[config.mk]
export PLATFORM = sky130hd
export DESIGN_NAME = input_state_flat
export DESIGN_NICKNAME = d
export VERILOG_FILES = /design/src/rtl/input_state_if.sv /design/src/rtl/input_state.sv /design/src/flat_wrapper.sv
export SDC_FILE = /design/constraint.sdc
export NUM_CORES = 1
export LEC_CHECK = 0
export CORE_MARGIN = 5
export CORE_UTILIZATION = 45
export CTS_BUF_LIST = sky130_fd_sc_hd__clkbuf_8
export CTS_CLUSTER_DIAMETER = 50
export CTS_CLUSTER_SIZE = 8
export DETAILED_ROUTE_END_ITERATION = 10
export PLACE_DENSITY = 0.71
export SLEW_MARGIN = 0
export SYNTH_ARGS = -nofsm -noshare
export SYNTH_HDL_FRONTEND = slang
export SYNTH_SLANG_ARGS = --single-unit
[constraint.sdc]
create_clock -name clk -period 2.9 [get_ports clk]
set_clock_uncertainty 0.15 [all_clocks]
set_input_delay 0.87 -clock clk [delete_from_list [all_inputs] [get_ports clk]]
set_output_delay 0.87 -clock clk [all_outputs]
set_load 0.01 [all_outputs]
[src/rtl/input_state_if.sv]
// Player-input bus between the game FSM (master) and the input_state block (slave).
// Carries the start request, raw buttons, expected sequence and the result/feedback outputs.
interface input_state_if;
    logic        en_input;
    logic [3:0]  btn_raw;
    logic [31:0] seq_in_input;
    logic [3:0]  round_ctr;
    logic [1:0]  colour_bus;
    logic        colour_oe;
    logic [3:0]  input_pos;
    logic        complete_input;
    logic        result_pass;
    logic        result_timeout;

    modport master (
        output en_input, btn_raw, seq_in_input, round_ctr,
        input  colour_bus, colour_oe, input_pos, complete_input, result_pass, result_timeout
    );

    modport slave (
        input  en_input, btn_raw, seq_in_input, round_ctr,
        output colour_bus, colour_oe, input_pos, complete_input, result_pass, result_timeout
    );
endinterface

[src/rtl/input_state.sv]
// Player-side input block: synchronises and debounces four buttons, checks each
// accepted press against the stored colour sequence and reports pass/fail/timeout.
module input_state #(
    parameter int DEBOUNCE_CYCLES = 50_000,
    parameter int TIMEOUT_CYCLES  = 50_000_000
) (
    input  logic         clk,
    input  logic         rst_n_input,
    input_state_if.slave bus
);

    localparam int DB_W = $clog2(DEBOUNCE_CYCLES + 1);
    localparam int TO_W = $clog2(TIMEOUT_CYCLES + 1);

    typedef enum logic [2:0] {
        IDLE,
        ARM,
        WAIT_PRESS,
        WAIT_RELEASE,
        DONE
    } state_t;

    logic [3:0]      btn_meta;
    logic [3:0]      btn_sync;
    logic [3:0]      btn_sync_prev;
    logic [3:0]      btn_stable;
    logic [DB_W-1:0] db_cnt;
    logic [DB_W-1:0] db_base;

    state_t          state_q, state_d;
    logic [3:0]      pos_q, pos_d;
    logic [TO_W-1:0] tmo_q, tmo_d;
    logic            mismatch_q, mismatch_d;
    logic [1:0]      colour_q, colour_d;
    logic            oe_q, oe_d;
    logic            pass_q, pass_d;
    logic            timeout_q, timeout_d;
    logic            complete_q, complete_d;

    logic            press_valid;
    logic [1:0]      press_colour;
    logic [1:0]      expected_colour;

    // A change in btn_sync restarts the count, so the cycle it changes is the first stable one.
    always_comb begin
        db_base = (btn_sync != btn_sync_prev) ? '0 : db_cnt;
    end

    always_ff @(posedge clk or negedge rst_n_input) begin
        if (!rst_n_input) begin
            btn_meta      <= '0;
            btn_sync      <= '0;
            btn_sync_prev <= '0;
            btn_stable    <= '0;
            db_cnt        <= '0;
        end else begin
            btn_meta      <= bus.btn_raw;
            btn_sync      <= btn_meta;
            btn_sync_prev <= btn_sync;
            if (btn_sync == btn_stable) begin
                db_cnt <= '0;
            end else if (db_base == DB_W'(DEBOUNCE_CYCLES - 1)) begin
                btn_stable <= btn_sync;
                db_cnt     <= '0;
            end else begin
                db_cnt <= db_base + 1'b1;
            end
        end
    end

    always_comb begin
        press_valid  = (btn_stable != 4'd0) && ((btn_stable & (btn_stable - 4'd1)) == 4'd0);
        press_colour = 2'd0;
        case (btn_stable)
            4'b0010: press_colour = 2'd1;
            4'b0100: press_colour = 2'd2;
            4'b1000: press_colour = 2'd3;
            default: press_colour = 2'd0;
        endcase
        expected_colour = bus.seq_in_input[{pos_q, 1'b0} +: 2];
    end

    always_ff @(posedge clk or negedge rst_n_input) begin
        if (!rst_n_input) begin
            state_q    <= IDLE;
            pos_q      <= '0;
            tmo_q      <= '0;
            mismatch_q <= 1'b0;
            colour_q   <= '0;
            oe_q       <= 1'b0;
            pass_q     <= 1'b0;
            timeout_q  <= 1'b0;
            complete_q <= 1'b0;
        end else begin
            state_q    <= state_d;
            pos_q      <= pos_d;
            tmo_q      <= tmo_d;
            mismatch_q <= mismatch_d;
            colour_q   <= colour_d;
            oe_q       <= oe_d;
            pass_q     <= pass_d;
            timeout_q  <= timeout_d;
            complete_q <= complete_d;
        end
    end

    always_comb begin
        state_d    = state_q;
        pos_d      = pos_q;
        tmo_d      = tmo_q;
        mismatch_d = mismatch_q;
        colour_d   = colour_q;
        oe_d       = oe_q;
        pass_d     = pass_q;
        timeout_d  = timeout_q;
        complete_d = 1'b0;

        case (state_q)
            IDLE: begin
                if (bus.en_input) begin
                    state_d    = ARM;
                    pos_d      = '0;
                    pass_d     = 1'b0;
                    timeout_d  = 1'b0;
                    mismatch_d = 1'b0;
                end
            end
            ARM: begin
                tmo_d = '0;
                if (btn_stable == 4'd0) begin
                    state_d = WAIT_PRESS;
                end
            end
            WAIT_PRESS: begin
                // A press arriving on the final timeout cycle still counts.
                if (press_valid) begin
                    colour_d = press_colour;
                    oe_d     = 1'b1;
                    state_d  = WAIT_RELEASE;
                    if (press_colour != expected_colour) begin
                        mismatch_d = 1'b1;
                    end
                end else if (tmo_q == TO_W'(TIMEOUT_CYCLES - 1)) begin
                    timeout_d  = 1'b1;
                    pass_d     = 1'b0;
                    complete_d = 1'b1;
                    state_d    = DONE;
                end else begin
                    tmo_d = tmo_q + 1'b1;
                end
            end
            WAIT_RELEASE: begin
                if (btn_stable == 4'd0) begin
                    oe_d = 1'b0;
                    if (mismatch_q) begin
                        pass_d     = 1'b0;
                        complete_d = 1'b1;
                        state_d    = DONE;
                    end else if (pos_q == bus.round_ctr) begin
                        pass_d     = 1'b1;
                        complete_d = 1'b1;
                        state_d    = DONE;
                    end else begin
                        pos_d   = pos_q + 4'd1;
                        tmo_d   = '0;
                        state_d = WAIT_PRESS;
                    end
                end
            end
            DONE: begin
                if (!bus.en_input) begin
                    state_d = IDLE;
                end
            end
            default: begin
                state_d = IDLE;
            end
        endcase
    end

    assign bus.colour_bus     = colour_q;
    assign bus.colour_oe      = oe_q;
    assign bus.input_pos      = pos_q;
    assign bus.complete_input = complete_q;
    assign bus.result_pass    = pass_q;
    assign bus.result_timeout = timeout_q;

endmodule

[src/flat_wrapper.sv]
// flat-port wrapper written by rule: the top's interface ports become plain ports
module input_state_flat 
#(
    parameter int DEBOUNCE_CYCLES = 50_000,
    parameter int TIMEOUT_CYCLES  = 50_000_000
)
  (clk, rst_n_input, bus_en_input, bus_btn_raw, bus_seq_in_input, bus_round_ctr, bus_colour_bus, bus_colour_oe, bus_input_pos, bus_complete_input, bus_result_pass, bus_result_timeout);
  input_state_if bus_i ();
  input  logic clk;
  input  logic rst_n_input;
  input wire logic [$bits(bus_i.en_input)-1:0] bus_en_input;
  input wire logic [$bits(bus_i.btn_raw)-1:0] bus_btn_raw;
  input wire logic [$bits(bus_i.seq_in_input)-1:0] bus_seq_in_input;
  input wire logic [$bits(bus_i.round_ctr)-1:0] bus_round_ctr;
  output wire logic [$bits(bus_i.colour_bus)-1:0] bus_colour_bus;
  output wire logic [$bits(bus_i.colour_oe)-1:0] bus_colour_oe;
  output wire logic [$bits(bus_i.input_pos)-1:0] bus_input_pos;
  output wire logic [$bits(bus_i.complete_input)-1:0] bus_complete_input;
  output wire logic [$bits(bus_i.result_pass)-1:0] bus_result_pass;
  output wire logic [$bits(bus_i.result_timeout)-1:0] bus_result_timeout;
  assign bus_i.en_input = bus_en_input;
  assign bus_i.btn_raw = bus_btn_raw;
  assign bus_i.seq_in_input = bus_seq_in_input;
  assign bus_i.round_ctr = bus_round_ctr;
  assign bus_colour_bus = bus_i.colour_bus;
  assign bus_colour_oe = bus_i.colour_oe;
  assign bus_input_pos = bus_i.input_pos;
  assign bus_complete_input = bus_i.complete_input;
  assign bus_result_pass = bus_i.result_pass;
  assign bus_result_timeout = bus_i.result_timeout;
  input_state #(.DEBOUNCE_CYCLES(DEBOUNCE_CYCLES), .TIMEOUT_CYCLES(TIMEOUT_CYCLES)) u_core (.clk(clk), .rst_n_input(rst_n_input), .bus(bus_i));
endmodule
==> results.sh <==
export IMPL_cts_root_buffer="clkbuf_8"
export IMPL_synthSimpleGateAreaFrac_pct=23.3
export IMPL_layout_drive_gt1_share_pct=12.2
export IMPL_synth_compound_area_share_pct=14.3
export IMPL_die_area_mm2=0.0109
export IMPL_crit_family="flip-flops"
export IMPL_synthAdderAreaFrac_pct=0.934
export IMPL_arrival_ns=1.73
export IMPL_antenna_found_initial=0
export IMPL_critPathMaxFanout=15
export IMPL_status="completed"
export IMPL_pre_cts_ws_ns=-0.110
export IMPL_critPathLaunchType="register"
export IMPL_dp_hpwl_mm=6.72
export IMPL_syn_avg_cell_area_um2=9.55
export IMPL_setup_tns_ns=0
export IMPL_synthFlopType="dfrtp_1"
export IMPL_drt_total_wl_mm=9.30
export IMPL_crit_required_ns=1.88
export IMPL_ir_worst_vdd_mv=0.418
export IMPL_path_buf_inv=1
export IMPL_synth_area_leaders="dfrtp_1, nor2_1, xnor2_1, nand2_1, o21ai_0"
export IMPL_final_util_pct=56.6
export IMPL_synth_edf_count=0
export IMPL_cts_inserted_buffers=9
export IMPL_critPathKind="register to output pin"
export IMPL_power_density_mw_per_mm2=560
export IMPL_finalSetupViolCount=0
export IMPL_ys_ff_latch=72
export IMPL_cts_tree="yes"
export IMPL_clockBufferDepth=2
export IMPL_drt_pass1_iter_count=4
export IMPL_ant_nets=0
export IMPL_via_per_inst=5.75
export IMPL_syn_num_nets=467
export IMPL_relSlewSlack_pct=59.7
export IMPL_grt_first_pass_wirelength_mm=16.1
export IMPL_cap_violations=0
export IMPL_worstSkewPairLatency_ns=0.36
export IMPL_netlist_area_leader_share_pct=44.8
export IMPL_crit_path_cell_trace="clkdlybuf4s50_1"
export IMPL_yosysMostFrequentCell="dfrtp_1"
export IMPL_port_buffers=52
export IMPL_leakage_nw=2.02
export IMPL_synthMuxAreaShare_pct=6.85
export IMPL_synth_top_family_by_area="simple AND/OR/NAND/NOR gates"
export IMPL_cts_resized=0
export IMPL_cp_slowest_stage_delay_ns=0.72
export IMPL_end_kind="output pin"
export IMPL_rsz0062_at_grt="no"
export IMPL_grt_max_degree=67
export IMPL_place_area_mm2=0.00473
export IMPL_synth_top_cell_by_area="dfrtp_1"
export IMPL_fin_crit_sh_pct=95.0
export IMPL_synth_common_cells="dfrtp_1, nor2_1, nand2_1"
export IMPL_num_rows=34
export IMPL_first_global_vias=3438
export IMPL_finalMaxSlewViolations=0
export IMPL_dieHeight_um=105
export IMPL_fin_area_mm2=0.00494
export IMPL_num_vias=3411
export IMPL_synth_area_mm2=0.00402
export IMPL_syn2layout_area_growth_pct=22.8
export IMPL_final_min_clock_period_ns=2.75
export IMPL_finalPower_w=0.00277
export IMPL_worst_slack_ns=0.146
export IMPL_num_io_pins=53
export IMPL_nFillCells=751
export IMPL_clkTransAtPathRegs_ns=0.10
export IMPL_start_util_pct=46.1
export IMPL_detail_route_wl_per_cell_um=15.7
export IMPL_yosysWarnings=0
export IMPL_tightestPinTransition_ns=0.599
export IMPL_yosysSeqAreaShare_pct=44.8
export IMPL_fp_dieW_um=105
export IMPL_ys_async_sr_fraction_pct=100
export IMPL_htreeDepth=3
export IMPL_hold_viol=0
export IMPL_drc=0
export IMPL_grtUsageTotal_pct=17.7
export IMPL_nets=526
export IMPL_ys_types=50
export IMPL_core_area_mm2=0.00872
export IMPL_grt_ovfl_total=0
export IMPL_post_cts_buffers=0
export IMPL_synth_xor_area_share_pct=7.19
export IMPL_drt_first_iter_violations=241
export IMPL_fmax_mhz=363
export IMPL_slowest_stage="dfrtp_1"
export IMPL_cts_sinks=72
export IMPL_diodes=0
export IMPL_holdBufCountCts=0
export IMPL_hp_class="primary input to asynchronous set/reset pin"
export IMPL_gp_congestion=0.816
export IMPL_netlist_instances=421
cells in the final DEF, fill, tap and decap left out, types with 4 or more instances in the layout:
master and n:
and4_1 6, o31ai_1 19, nor3_1 9, nor4b_1 4, nand3_1 16, mux2_2 8, o41ai_1 4, xor2_1 14
nor2_1 48, a31oi_1 7, dfrtp_1 72, and3_1 8, clkbuf_8 9, buf_4 18, o21ai_0 30, mux4_2 6
nand2b_1 7, nor2b_1 5, nand4_1 8, mux2i_1 5, nand2_1 41, and2_1 7, a21oi_1 12, xnor2_1 19
clkdlybuf4s50_1 51
through the flow:
stage | std cells | hold WS, ns
finish | 593 | 0.189
global route | 593 | 0.161
CTS | 593 | 0.172
detailed placement | 577 | 0.188
global placement | 577 | 0.185
floorplan | 421 | 0.181
layout make-up:
cell class | count | area (um^2) | share of cell area (%)
timing repair buffer | 71 | 671 | 13.6
sequential | 72 | 1800 | 36.5
clock buffer | 9 | 124 | 2.51
multi-input combinational | 324 | 2120 | 42.9
clock inverter | 7 | 78.8 | 1.60
tap | 108 | 135 | 2.74
inverter | 2 | 7.51 | 0.152
routing by layer:
layer  track usage [%]  part of all wire [%]  vias to the layer above
met5                 0                     0                        -
met4              4.63                  0.95                        0
met3              5.46                   4.0                       12
met2              27.3                    48                       67
met1              24.2                    47                     1683
li1                  -                     -                     1649
kinds of logic after synthesis:
kind of cell               after synthesis
DFF                                     72
buffers and inverters                   25
and+or+nand+nor                        180
AOI/OAI and AO/OA                       89
xor gates and xnor gates                33
adders and majority gates                3
muxes                                   19
power breakdown:
group | internal, W | total (W) | switching (W) | leakage (nW)
registers | 0.00105 | 0.00111 | 0.0000638 | 0.969
logic | 0.000369 | 0.000832 | 0.000463 | 0.953
clock network | 0.000406 | 0.000819 | 0.000413 | 0.0929
state kept, by name, summed over array words and instances (netlist names):
register	cells
u_core.btn_sync_prev	4
u_core.btn_stable	4
u_core.bus.colour_bus	2
u_core.bus.result_timeout	1
u_core.bus.input_pos	4
u_core.mismatch_q	1
u_core.btn_sync	4
u_core.db_cnt	16
u_core.bus.colour_oe	1
u_core.bus.complete_input	1
u_core.tmo_q	26
u_core.btn_meta	4
u_core.bus.result_pass	1
u_core.state_q	3
path summary, 6_finish.rpt:
kind / from / endpoint / slack [ns] / cells after the start
setup / recovery: u_core.bus.input_pos[1]$_DFFE_PN0P_ / bus_input_pos[1] / 0.15 / 1
hold / removal: rst_n_input / u_core.btn_sync[0]$_DFF_PN0_ / 0.19 / 1
setup reg to reg: u_core.btn_sync[2]$_DFF_PN0_ / u_core.db_cnt[14]$_DFF_PN0_ / 0.27 / 10
hold reg to reg: u_core.btn_meta[0]$_DFF_PN0_ / u_core.btn_sync[0]$_DFF_PN0_ / 0.21 / 0
max in group asynchronous: rst_n_input / u_core.tmo_q[15]$_DFFE_PN0P_ / 1.82 / 2
min in group clk: u_core.btn_meta[0]$_DFF_PN0_ / u_core.btn_sync[0]$_DFF_PN0_ / 0.21 / 0
Note: power is estimated with default switching activity, not from simulation.
